## src/rtl/psw_jk_if.sv

```systemverilog
// Bus bundle for the PSW register: JK requests, bus write, ALU flag update,
// shadow control, event acknowledge and the registered status outputs.
interface psw_jk_if #(
   parameter int WIDTH = 16
);
   logic [WIDTH-1:0] J;
   logic [WIDTH-1:0] K;
   logic             wr_en;
   logic [WIDTH-1:0] wr_mask;
   logic [WIDTH-1:0] wr_data;
   logic             flg_we;
   logic [WIDTH-1:0] flg_mask;
   logic [WIDTH-1:0] flg_val;
   logic             save;
   logic             restore;
   logic [WIDTH-1:0] ack;
   logic [WIDTH-1:0] Q;
   logic [WIDTH-1:0] pend;
   logic             irq;
   logic             shadow_vld;
   logic             rst_err;

   // Level-sensitive strobes, sampled on every rising clock edge; no
   // valid/ready handshake, each request takes effect in the cycle it is seen.
   modport slave (
      input  J, K, wr_en, wr_mask, wr_data, flg_we, flg_mask, flg_val,
             save, restore, ack,
      output Q, pend, irq, shadow_vld, rst_err
   );

   modport master (
      output J, K, wr_en, wr_mask, wr_data, flg_we, flg_mask, flg_val,
             save, restore, ack,
      input  Q, pend, irq, shadow_vld, rst_err
   );
endinterface

```

## src/rtl/psw_jk_reg.sv

```systemverilog
// Program status word built from per-bit JK flip-flops with masked bus write,
// masked ALU flag update, one-level shadow for interrupts and sticky events.
module psw_jk_reg #(
   parameter int               WIDTH       = 16,
   parameter logic [WIDTH-1:0] RESET_VALUE = '0,
   parameter logic [WIDTH-1:0] IRQ_MASK    = '0
) (
   input  logic      clk,
   input  logic      clr_n,
   psw_jk_if.slave   bus
);

   logic [WIDTH-1:0] r_q;
   logic [WIDTH-1:0] r_shadow;
   logic             r_shadow_vld;
   logic [WIDTH-1:0] r_pend;
   logic             r_rst_err;

   logic             w_restore_ok;
   logic             w_save_ok;
   logic             w_rst_err;
   logic [WIDTH-1:0] w_q_next;
   logic [WIDTH-1:0] w_rise;
   logic [WIDTH-1:0] w_pend_next;
   logic             w_shadow_vld_next;
   logic [WIDTH-1:0] w_shadow_next;

   // A restore without a saved value degrades to a normal cycle plus an error.
   always_comb begin
      w_restore_ok = bus.restore && r_shadow_vld;
      w_save_ok    = bus.save && !w_restore_ok;
      w_rst_err    = bus.restore && !r_shadow_vld;
   end

   always_comb begin
      w_q_next = r_q;
      if (w_restore_ok) begin
         w_q_next = r_shadow;
      end else begin
         for (int i = 0; i < WIDTH; i++) begin
            if (bus.wr_en && bus.wr_mask[i]) begin
               w_q_next[i] = bus.wr_data[i];
            end else if (bus.J[i] || bus.K[i]) begin
               case ({bus.J[i], bus.K[i]})
                  2'b10:   w_q_next[i] = 1'b1;
                  2'b01:   w_q_next[i] = 1'b0;
                  default: w_q_next[i] = ~r_q[i];
               endcase
            end else if (bus.flg_we && bus.flg_mask[i]) begin
               w_q_next[i] = bus.flg_val[i];
            end
         end
      end
   end

   // Shadow captures the pre-update Q; a good restore consumes it.
   always_comb begin
      w_shadow_next     = r_shadow;
      w_shadow_vld_next = r_shadow_vld;
      if (w_restore_ok) begin
         w_shadow_vld_next = 1'b0;
      end else if (w_save_ok) begin
         w_shadow_next     = r_q;
         w_shadow_vld_next = 1'b1;
      end
   end

   // A fresh rise wins over an acknowledge on the same bit.
   always_comb begin
      w_rise      = w_q_next & ~r_q & IRQ_MASK;
      w_pend_next = (r_pend & ~bus.ack) | w_rise;
   end

   always_ff @(posedge clk or negedge clr_n) begin
      if (!clr_n) begin
         r_q          <= RESET_VALUE;
         r_shadow     <= '0;
         r_shadow_vld <= 1'b0;
         r_pend       <= '0;
         r_rst_err    <= 1'b0;
      end else begin
         r_q          <= w_q_next;
         r_shadow     <= w_shadow_next;
         r_shadow_vld <= w_shadow_vld_next;
         r_pend       <= w_pend_next;
         r_rst_err    <= w_rst_err;
      end
   end

   assign bus.Q          = r_q;
   assign bus.pend       = r_pend;
   assign bus.irq        = |r_pend;
   assign bus.shadow_vld = r_shadow_vld;
   assign bus.rst_err    = r_rst_err;

endmodule

```

## src/flat_wrapper.sv

```systemverilog
// flat-port wrapper written by rule: the top's interface ports become plain ports
module psw_jk_reg_flat 
#(
   parameter int               WIDTH       = 16,
   parameter logic [WIDTH-1:0] RESET_VALUE = '0,
   parameter logic [WIDTH-1:0] IRQ_MASK    = '0
)
  (clk, clr_n, bus_J, bus_K, bus_wr_en, bus_wr_mask, bus_wr_data, bus_flg_we, bus_flg_mask, bus_flg_val, bus_save, bus_restore, bus_ack, bus_Q, bus_pend, bus_irq, bus_shadow_vld, bus_rst_err);
  psw_jk_if #(.WIDTH(WIDTH)) bus_i ();
  input  logic clk;
  input  logic clr_n;
  input wire logic [$bits(bus_i.J)-1:0] bus_J;
  input wire logic [$bits(bus_i.K)-1:0] bus_K;
  input wire logic [$bits(bus_i.wr_en)-1:0] bus_wr_en;
  input wire logic [$bits(bus_i.wr_mask)-1:0] bus_wr_mask;
  input wire logic [$bits(bus_i.wr_data)-1:0] bus_wr_data;
  input wire logic [$bits(bus_i.flg_we)-1:0] bus_flg_we;
  input wire logic [$bits(bus_i.flg_mask)-1:0] bus_flg_mask;
  input wire logic [$bits(bus_i.flg_val)-1:0] bus_flg_val;
  input wire logic [$bits(bus_i.save)-1:0] bus_save;
  input wire logic [$bits(bus_i.restore)-1:0] bus_restore;
  input wire logic [$bits(bus_i.ack)-1:0] bus_ack;
  output wire logic [$bits(bus_i.Q)-1:0] bus_Q;
  output wire logic [$bits(bus_i.pend)-1:0] bus_pend;
  output wire logic [$bits(bus_i.irq)-1:0] bus_irq;
  output wire logic [$bits(bus_i.shadow_vld)-1:0] bus_shadow_vld;
  output wire logic [$bits(bus_i.rst_err)-1:0] bus_rst_err;
  assign bus_i.J = bus_J;
  assign bus_i.K = bus_K;
  assign bus_i.wr_en = bus_wr_en;
  assign bus_i.wr_mask = bus_wr_mask;
  assign bus_i.wr_data = bus_wr_data;
  assign bus_i.flg_we = bus_flg_we;
  assign bus_i.flg_mask = bus_flg_mask;
  assign bus_i.flg_val = bus_flg_val;
  assign bus_i.save = bus_save;
  assign bus_i.restore = bus_restore;
  assign bus_i.ack = bus_ack;
  assign bus_Q = bus_i.Q;
  assign bus_pend = bus_i.pend;
  assign bus_irq = bus_i.irq;
  assign bus_shadow_vld = bus_i.shadow_vld;
  assign bus_rst_err = bus_i.rst_err;
  psw_jk_reg #(.WIDTH(WIDTH), .RESET_VALUE(RESET_VALUE), .IRQ_MASK(IRQ_MASK)) u_core (.clk(clk), .clr_n(clr_n), .bus(bus_i));
endmodule
```

## config.mk

```make
export PLATFORM = sky130hd
export DESIGN_NAME = psw_jk_reg_flat
export DESIGN_NICKNAME = d
export VERILOG_FILES = /design/src/rtl/psw_jk_if.sv /design/src/rtl/psw_jk_reg.sv /design/src/flat_wrapper.sv
export SDC_FILE = /design/constraint.sdc
export NUM_CORES = 1
export LEC_CHECK = 0
export BUFFER_PORTS_ARGS = -buffer_cell sky130_fd_sc_hd__buf_4
export CAP_MARGIN = 20
export CORE_AREA = 2 2 118 120
export CTS_BUF_LIST = sky130_fd_sc_hd__clkbuf_2 sky130_fd_sc_hd__clkbuf_4 sky130_fd_sc_hd__clkbuf_8
export CTS_CLUSTER_DIAMETER = 30
export DETAILED_ROUTE_END_ITERATION = 12
export DIE_AREA = 0 0 120 122
export HOLD_SLACK_MARGIN = 0.03
export PLACE_DENSITY = 0.58
export SKIP_CTS_REPAIR_TIMING = 1
export SLEW_MARGIN = 20
export SYNTH_ARGS = -nofsm -noshare
export SYNTH_HDL_FRONTEND = slang
export SYNTH_SLANG_ARGS = --single-unit
```

## constraint.sdc

```tcl
create_clock -name clk -period 1.63 [get_ports clk]
set_clock_uncertainty 0.2 [all_clocks]
set_input_delay 0.0815 -clock clk [delete_from_list [all_inputs] [get_ports clk]]
set_output_delay 0.0815 -clock clk [all_outputs]
set_load 0.02 [all_outputs]
```

==> results.json, run 1 <==
{
  "seqCellArea_um2": 1252,
  "leakage_nw": 2.784,
  "rr_endpoint": "u_core.r_shadow[4]",
  "yosysWarnings": 0,
  "yosys.area.top_type": "dfrtp_1",
  "period_needed_ns": 1.617,
  "peakVddDrop_mv": 0.2667,
  "drc": 0,
  "worstSetupPathType": "flip-flop to primary output",
  "crit_arrival_ns": 1.34,
  "maxCapViolCount": 0,
  "period_share": 0.9919,
  "worstMarginPinSlew_ns": 0.4053,
  "cts_htree_levels": 2,
  "ys.flop_type": "dfrtp_1",
  "grt_max_degree": 33,
  "fmax_mhz": 618.5,
  "numCtsBuffers": 5,
  "drt_pre_antenna_iters": 4,
  "outcome": "finished clean",
  "fin_nets": 716,
  "yosysSeqAreaShare": 0.3824,
  "synth_seq_cells": 50,
  "synth_top_area_share": 0.3824,
  "fin_ws_ns": 0.01320,
  "dp_slack_ns": 0.08626,
  "use_met2": 0.2269,
  "synthTopCellsByCount": "50 x dfrtp_1, 49 x inv_1, 32 x ha_1, 17 x nor2b_1",
  "io_pins": 153,
  "grt.met3_usage": 0.02528,
  "port_buffers": 152,
  "yosysMostFrequentCell": "dfrtp_1",
  "grt_setup_unrepaired": "true",
  "die_w_um": 120,
  "cts.sinks": 50,
  "place_congestion": 0.7228,
  "area_growth_pct": 70.21,
  "nFillCells": 1272,
  "critPathMaxFanout": 3,
  "initial_core_util": 0.2423,
  "tritoncts": "done",
  "grt_pass1_wl_um": 14590,
  "drtIter0Drc": 65,
  "r2r-start": "u_core.bus.shadow_vld",
  "via_per_inst": 4.527,
  "dp_hpwl_um": 7114,
  "async_flop_share": 1.000,
  "slew_viol_final": 0,
  "core_um2": 13500,
  "r2r_slack_ns": 0.19,
  "clkSlewWorstSetupHoldPaths_ns": 0.10,
  "groute.usage.overall": 0.1232,
  "met1_usage": 0.1492,
  "cellPowerDensity_nw_per_um2": 668.2,
  "wire_per_inst_um": 13.92,
  "routed_wl_um": 10400,
  "grt-ovfl-total": 0,
  "top_usage_layer": "met2",
  "die-area_um2": 14640,
  "cts-root-buf": "clkbuf_8",
  "hold_violations": 0,
  "ff2ff_path_depth": 3,
  "synth-edff-count": 0,
  "multi_input_area_um2": 1764,
  "antenna_found_initial": 0,
  "syn-instance-count": 330,
  "grt_pass1_vias": 3172,
  "synth.distinct_cells": 28,
  "antenna_left": 0,
  "worstPathRequired_ns": 1.35,
  "synth.avg_cell_area_um2": 9.915,
  "clk_latency_ns": 0.30,
  "rows": 43,
  "max-slew-margin-rel": 0.7298,
  "holdWs_ns": 0.06486,
  "setup_viol": 0,
  "fp.dieH_um": 122,
  "synth_fp_nets": 480,
  "drive_above_1_share": 0.3386,
  "synth_area_leaders": "dfrtp_1 38%, ha_1 12%, inv_1 5.6%, mux2_4 4.6%, a311oi_1 4.3%",
  "syn_area_um2": 3272,
  "hp-class": "input pin to async pin",
  "endpoint_kind": "primary output",
  "diodes": 0,
  "cts_buffer_depth": 2,
  "vias": 3382,
  "critPathLaunchType": "flip-flop"
}
## metrics by stage
| stage | area, µm² | utilization | cells | power, W | setup TNS, ns |
|---|---|---|---|---|---|
| detailed placement | 4604 | 0.3410 | 655 | 0.002799 | 0 |
| finish | 5569 | 0.4124 | 747 | 0.003721 | 0 |
| CTS | 4703 | 0.3483 | 663 | 0.003612 | -0.05987 |
| global placement | 4604 | 0.3410 | 655 | 0.002763 | 0 |
| global route | 5569 | 0.4124 | 747 | 0.003972 | -0.06140 |
| floorplan | 3273 | - | 330 | 0.002243 | -0.02827 |
## cells by family (layout without fill, tap and decap cells)
family | after synthesis | count (layout) | share of synthesized area
flops | 50 | 50 | 0.3824
fa+ha+maj | 32 | 32 | 0.1224
compound gates | 81 | 81 | 0.1946
mux | 17 | 17 | 0.06960
simple gates | 87 | 87 | 0.1442
buf+inv | 63 | 300 | 0.08681
## flip-flops by register name, summed over array words and instances, names as in the netlist
signal and cells:
u_core.bus.rst_err 1, u_core.bus.shadow_vld 1, u_core.r_shadow 16, u_core.bus.Q 16
u_core.bus.pend 16
## routing by layer
metal  vias up  routed length [µm]
li1       1653                   -
met1      1611                4378
met2       108                5379
met3        10                 544
met4         0                  95
met5         -                   0
## critical path: stages, from the launching register on
cell	delay, ns
dfrtp_1	0.41
nor4_2	0.31
nand4_1	0.13
buf_4	0.18
## layout by cell type (no fill, tap or decap), drive strengths merged, types with 16 or more instances in the layout
cell,n
a21boi,16
a311oi,16
a41oi,16
and2,16
and3,16
buf,160
dfrtp,50
dlygate4sd3,83
ha,32
inv,50
mux2,16
nand2,17
nor2,16
nor2b,17
o21ai,16
o311ai,16
## final cells by class
class	instances	share of cell area
clock buffers	6	0.01483
clock inverters	2	0.002921
inverters	49	0.03303
multi-input cells	217	0.3168
flip-flops and latches	50	0.2249
well taps	180	0.04044
repair buffers	243	0.3671
## report_power, final
group	total, W	switching (W)	leakage (nW)	internal, W
sequential	0.00160	0.000158	0.638	0.00145
clock	0.000783	0.000433	0.0478	0.000350
combinational	0.00133	0.000555	2.10	0.000779
total	0.00372	0.00115	2.78	0.00258
## worst max path at each step
stage | start | to | slack (ns)
3_5_place_dp | u_core.bus.shadow_vld | u_core.bus.Q[2] | 0.09
5_1_grt | u_core.bus.pend[9] | bus_irq | -0.06
2_1_floorplan | u_core.bus.shadow_vld | u_core.r_shadow[10] | -0.003
3_3_place_gp | u_core.bus.shadow_vld | u_core.bus.Q[0] | 0.11
6_report | u_core.bus.pend[9] | bus_irq | 0.01
4_1_cts | u_core.bus.pend[11] | bus_irq | -0.06
No activity file was read; power rests on OpenSTA's default activity.
==> run 2, diff against run 1 <==
- BUFFER_PORTS_ARGS: -buffer_cell sky130_fd_sc_hd__buf_4 -> -buffer_cell sky130_fd_sc_hd__buf_2
==> run 2 against run 1 <==
The flow now finishes with violations (negative setup slack). Routed wire length up 1.4%. Final cell count did not move. Non-clock buffer count unchanged. Sequential power about the same. Sequential cell count unchanged. Highest routed layer unchanged.
==> results.json, run 2 (same netlist as run 1, synthesis figures left out) <==
{
  "outcome": "finished, violations left",
  "violations": "negative setup slack",
  "leakage_nw": 2.689,
  "crit_arrival_ns": 1.38,
  "worstSetupPathType": "flip-flop to primary output",
  "max-slew-margin-rel": 0.5778,
  "dp_hpwl_um": 6765,
  "drt_pre_antenna_iters": 6,
  "initial_core_util": 0.2423,
  "slew_viol_final": 0,
  "fin_ws_ns": -0.03033,
  "p_seq_frac": 0.446,
  "drtIter0Drc": 94,
  "antenna_left": 0,
  "numCtsBuffers": 5,
  "cts_htree_levels": 2,
  "final_core_util": 0.3867,
  "hold_violations": 0,
  "drive_above_1_share": 0.3404,
  "instances_no_fill": 747,
  "core_um2": 13500,
  "grt-ovfl-total": 0,
  "hp-class": "input pin to async pin",
  "cp_cell_sequence": "nor4_2, nand4_1, buf_4",
  "period_share": 1.019,
  "clk_latency_ns": 0.31,
  "routed_wl_um": 10540,
  "cts.sinks": 50,
  "groute.usage.overall": 0.1182,
  "fin_nets": 716,
  "fp.dieH_um": 122,
  "worstPathRequired_ns": 1.35,
  "crit_buf_inv": 1,
  "maxCapViolCount": 0,
  "tritoncts": "done",
  "dp_cells": 655,
  "diodes": 0,
  "p_int_w": 0.002449,
  "critPathTopFamily": "simple AND/OR/NAND/NOR gates",
  "p_sw_w": 0.001145,
  "antenna_found_initial": 0,
  "grt_pass1_wl_um": 13840,
  "grt_setup_unrepaired": "true",
  "cellPowerDensity_nw_per_um2": 688.3,
  "power_frac_comb": 0.337,
  "die_w_um": 120,
  "slowest_delay_ns": 0.41,
  "cts-root-buf": "clkbuf_8",
  "worstMarginPinSlew_ns": 0.6333,
  "wire_per_inst_um": 14.12,
  "final_common_cell": "buf_2",
  "dp_slack_ns": 0.1476,
  "critPathLaunchType": "flip-flop",
  "setup_viol": 1,
  "die-area_um2": 14640,
  "fmax_mhz": 602.3,
  "port_buffers": 152,
  "p_sw_frac": 0.3186,
  "critPathMaxFanout": 3,
  "rows": 43,
  "period_needed_ns": 1.660,
  "area_growth_pct": 59.62,
  "crit_slowest_cell": "dfrtp_1",
  "drc": 0,
  "peakVddDrop_mv": 0.3450,
  "grt_pass1_vias": 2998,
  "endpoint_kind": "primary output",
  "mostFrequentLayoutCells": "151 x buf_2, 83 x dlygate4sd3_1, 49 x inv_1, 49 x dfrtp_1, 32 x ha_1",
  "place_congestion": 0.7215,
  "via_per_inst": 4.572,
  "cts_buffer_depth": 2,
  "io_pins": 153,
  "vias": 3415,
  "clkSlewWorstSetupHoldPaths_ns": 0.09,
  "grt_max_degree": 33,
  "clkPwrFrac": 0.217
}
-- run 2: worst paths after layout --
| path | endpoint | start | slack, ns | cells after the start |
|---|---|---|---|---|
| worst max-delay path | bus_irq | u_core.bus.pend[2] | -0.03 | 3 |
| worst min-delay path | u_core.bus.pend[12] | clr_n | 0.06 | 2 |
| worst max register to register | u_core.r_shadow[3] | u_core.bus.shadow_vld | 0.14 | 3 |
| worst min register to register | u_core.r_shadow[4] | u_core.r_shadow[4] | 0.31 | 1 |
| max in group asynchronous | u_core.bus.shadow_vld | clr_n | 0.69 | 3 |
| min in group clk | u_core.bus.Q[9] | bus_J[9] | 0.12 | 6 |
-- run 2: metrics by stage --
| stage | TNS, ns | instance area, µm² | power [W] | hold WS (ns) |
|---|---|---|---|---|
| after floorplan | -0.02827 | 3273 | 0.002243 | -0.4141 |
| after global placement | 0 | 4262 | 0.002634 | -0.1457 |
| after detailed placement | 0 | 4262 | 0.002681 | -0.1422 |
| after CTS | -0.03997 | 4357 | 0.003488 | -0.4854 |
| after global routing | -0.1224 | 5223 | 0.003844 | 0.08589 |
| final | -0.03033 | 5223 | 0.003595 | 0.06031 |
-- run 2: worst register-to-register path, cell delays in order (launching register included) --
cell and delay (ns):
dfrtp_2 0.46, a21oi_4 0.18, buf_12 0.19, mux2_2 0.35
-- run 2: cell type report --
| cell class | instances | area (µm²) |
|---|---|---|
| inverter | 49 | 183.9 |
| multi-input combinational | 217 | 1762 |
| sequential | 50 | 1252 |
| clock buffer | 6 | 82.58 |
| tap | 180 | 225.2 |
| clock inverter | 2 | 12.51 |
| timing repair buffer | 243 | 1704 |
| fill | 1314 | 8282 |
-- run 2: power by group through the flow --
stage / sequential (W) / combinational, W / clock [W]
6_report: 0.00160 / 0.00121 / 0.000779
5_1_grt: 0.00164 / 0.00133 / 0.000877
4_1_cts: 0.00160 / 0.00106 / 0.000825
3_5_place_dp: 0.00162 / 0.00106 / 0
3_3_place_gp: 0.00162 / 0.00102 / 0
2_1_floorplan: 0.00169 / 0.000556 / 0
-- run 2: metal layers --
metal,track usage,vias up,share of wire
met5,0,-,0
met4,0.02279,0,0.0067
met3,0.02762,8,0.054
met2,0.2173,119,0.53
met1,0.1407,1636,0.41
li1,-,1652,-
==> run 3, diff against run 2 <==
- MAX_ROUTING_LAYER: unset -> met4
- PLACE_DENSITY: 0.58 -> 0.48
- clock period: 1.63 -> 1.6 ns (I/O delays scaled with it)
==> run 3 against run 2 <==
The flow still finishes with violations (negative setup slack). Global-route usage is 1.0 points higher. Cell area up 1.6%. Sequential power rose by 3%. Core utilization up 0.63 points. Via count fell by 2.1%. Setup slack got worse by 0.015 ns. Clock-buffer cell count stayed put. Die area unchanged. Sequential share of layout area fell by 0.38 points. First-iteration DRC count shrank 14%. Clock power increased by 42%. Critical path type unchanged. Highest routed layer unchanged.
==> results.json, run 3 (same netlist as run 1, synthesis figures left out) <==
{
  "hp-class": "input pin to flip-flop",
  "hold_path_depth": 4,
  "setup_viol": 1,
  "cellPowerDensity_nw_per_um2": 751.3,
  "slew_viol_final": 0,
  "dp_hpwl_um": 6928,
  "total_power_w": 0.003987,
  "clk_latency_ns": 0.30,
  "min-delay-start": "bus_wr_en",
  "worstMarginPinSlew_ns": 0.3405,
  "initial_core_util": 0.2423,
  "groute.usage.overall": 0.1285,
  "rr_endpoint": "u_core.r_shadow[0]",
  "routed_wl_um": 10320,
  "hold_violations": 0,
  "grt_pass1_wl_um": 14500,
  "nFillCells": 1330,
  "vias": 3343,
  "place_congestion": 0.7227,
  "fin_ws_ns": -0.04562,
  "final_common_cell": "buf_2",
  "drive_above_1_share": 0.3415,
  "diodes": 0,
  "slowest_delay_ns": 0.43,
  "cp_cell_sequence": "nor4_4, nand4_1, buf_4",
  "port_buffers": 152,
  "outcome": "finished, violations left",
  "worstSetupPathType": "flip-flop to primary output",
  "peakVddDrop_mv": 0.3569,
  "grt_setup_unrepaired": "true",
  "max-slew-margin-rel": 0.7701,
  "worstHoldEndpoint": "u_core.bus.Q[3]",
  "drtIter0Drc": 81,
  "die-area_um2": 14640,
  "crit_buf_inv": 1,
  "period_share": 1.029,
  "critPathTopFamily": "simple AND/OR/NAND/NOR gates",
  "cts.sinks": 50,
  "mostFrequentLayoutCells": "151 x buf_2, 83 x dlygate4sd3_1, 49 x inv_1, 49 x dfrtp_1, 32 x ha_1",
  "seqCellArea_um2": 1252,
  "clkSlewWorstSetupHoldPaths_ns": 0.10,
  "worstPathRequired_ns": 1.32,
  "violations": "negative setup slack",
  "r2r-start": "u_core.bus.shadow_vld",
  "r2r_slack_ns": 0.04,
  "fin_nets": 717,
  "critPathMaxFanout": 3,
  "multi_input_area_um2": 1788,
  "ff2ff_path_depth": 3,
  "area_growth_pct": 62.22,
  "antenna_left": 0,
  "cts_htree_levels": 2,
  "grt-ovfl-total": 0,
  "maxCapViolCount": 0,
  "numCtsBuffers": 5,
  "cts_buffer_depth": 2,
  "grt_pass1_vias": 2976,
  "cts-root-buf": "clkbuf_8",
  "crit_slowest_cell": "dfrtp_1",
  "die_w_um": 120,
  "drc": 0,
  "rows": 43,
  "dp_slack_ns": 0.06655,
  "leakage_nw": 2.728,
  "antenna_found_initial": 0,
  "fmax_mhz": 607.7,
  "wire_per_inst_um": 13.80,
  "crit_arrival_ns": 1.37,
  "grt_max_degree": 51,
  "critPathLaunchType": "flip-flop",
  "core_um2": 13500,
  "holdWs_ns": 0.07335,
  "period_needed_ns": 1.646,
  "tritoncts": "done",
  "io_pins": 153,
  "drt_pre_antenna_iters": 4,
  "endpoint_kind": "primary output",
  "via_per_inst": 4.469,
  "fp.dieH_um": 122
}
-- run 3: worst max path at each step --
| stage | end | startpoint | cells past startpoint | slack, ns |
|---|---|---|---|---|
| 5_1_grt | bus_irq | u_core.bus.pend[9] | 3 | -0.12 |
| 6_report | bus_irq | u_core.bus.pend[9] | 3 | -0.05 |
| 3_3_place_gp | u_core.r_shadow[6] | u_core.bus.shadow_vld | 3 | 0.1 |
| 4_1_cts | bus_irq | u_core.bus.pend[6] | 3 | -0.11 |
| 2_1_floorplan | u_core.r_shadow[10] | u_core.bus.shadow_vld | 4 | -0.03 |
| 3_5_place_dp | u_core.r_shadow[13] | u_core.bus.shadow_vld | 3 | 0.07 |
-- run 3: per-layer routing --
metal  track usage  vias up  part of all wire
li1              -     1652                 -
met1        0.1606     1571              0.45
met2        0.2170      116              0.49
met3       0.02715        4             0.064
met4       0.02279        0            0.0048
met5             -        -                 0
-- run 3: per-stage QoR --
step	util	std cells	cell area (µm²)	TNS, ns
after CTS	0.3272	665	4419	-0.1121
after global placement	0.3167	657	4277	0
after global routing	0.3930	748	5308	-0.1342
final	0.3930	748	5308	-0.04562
after detailed placement	0.3167	657	4277	0
after floorplan	-	330	3273	-0.3283
-- run 3: area by class of cell --
type	count	area share
Clock inverter	2	0.01132
Tap cell	180	0.04243
Timing Repair Buffer	244	0.3232
Clock buffer	6	0.01556
Multi-Input combinational cell	217	0.3369
Inverter	49	0.03465
Sequential cell	50	0.2360
-- run 3: power breakdown --
group	switching (W)	internal, W	total [W]
combinational	0.000555	0.000681	0.00124
sequential	0.000173	0.00147	0.00165
clock	0.000439	0.000667	0.00111
-- run 3: worst min-delay path, cell delays in order --
cell	delay, ns
buf_2	0.10
buf_12	0.18
a41oi_1	0.12
o21ai_1	0.06
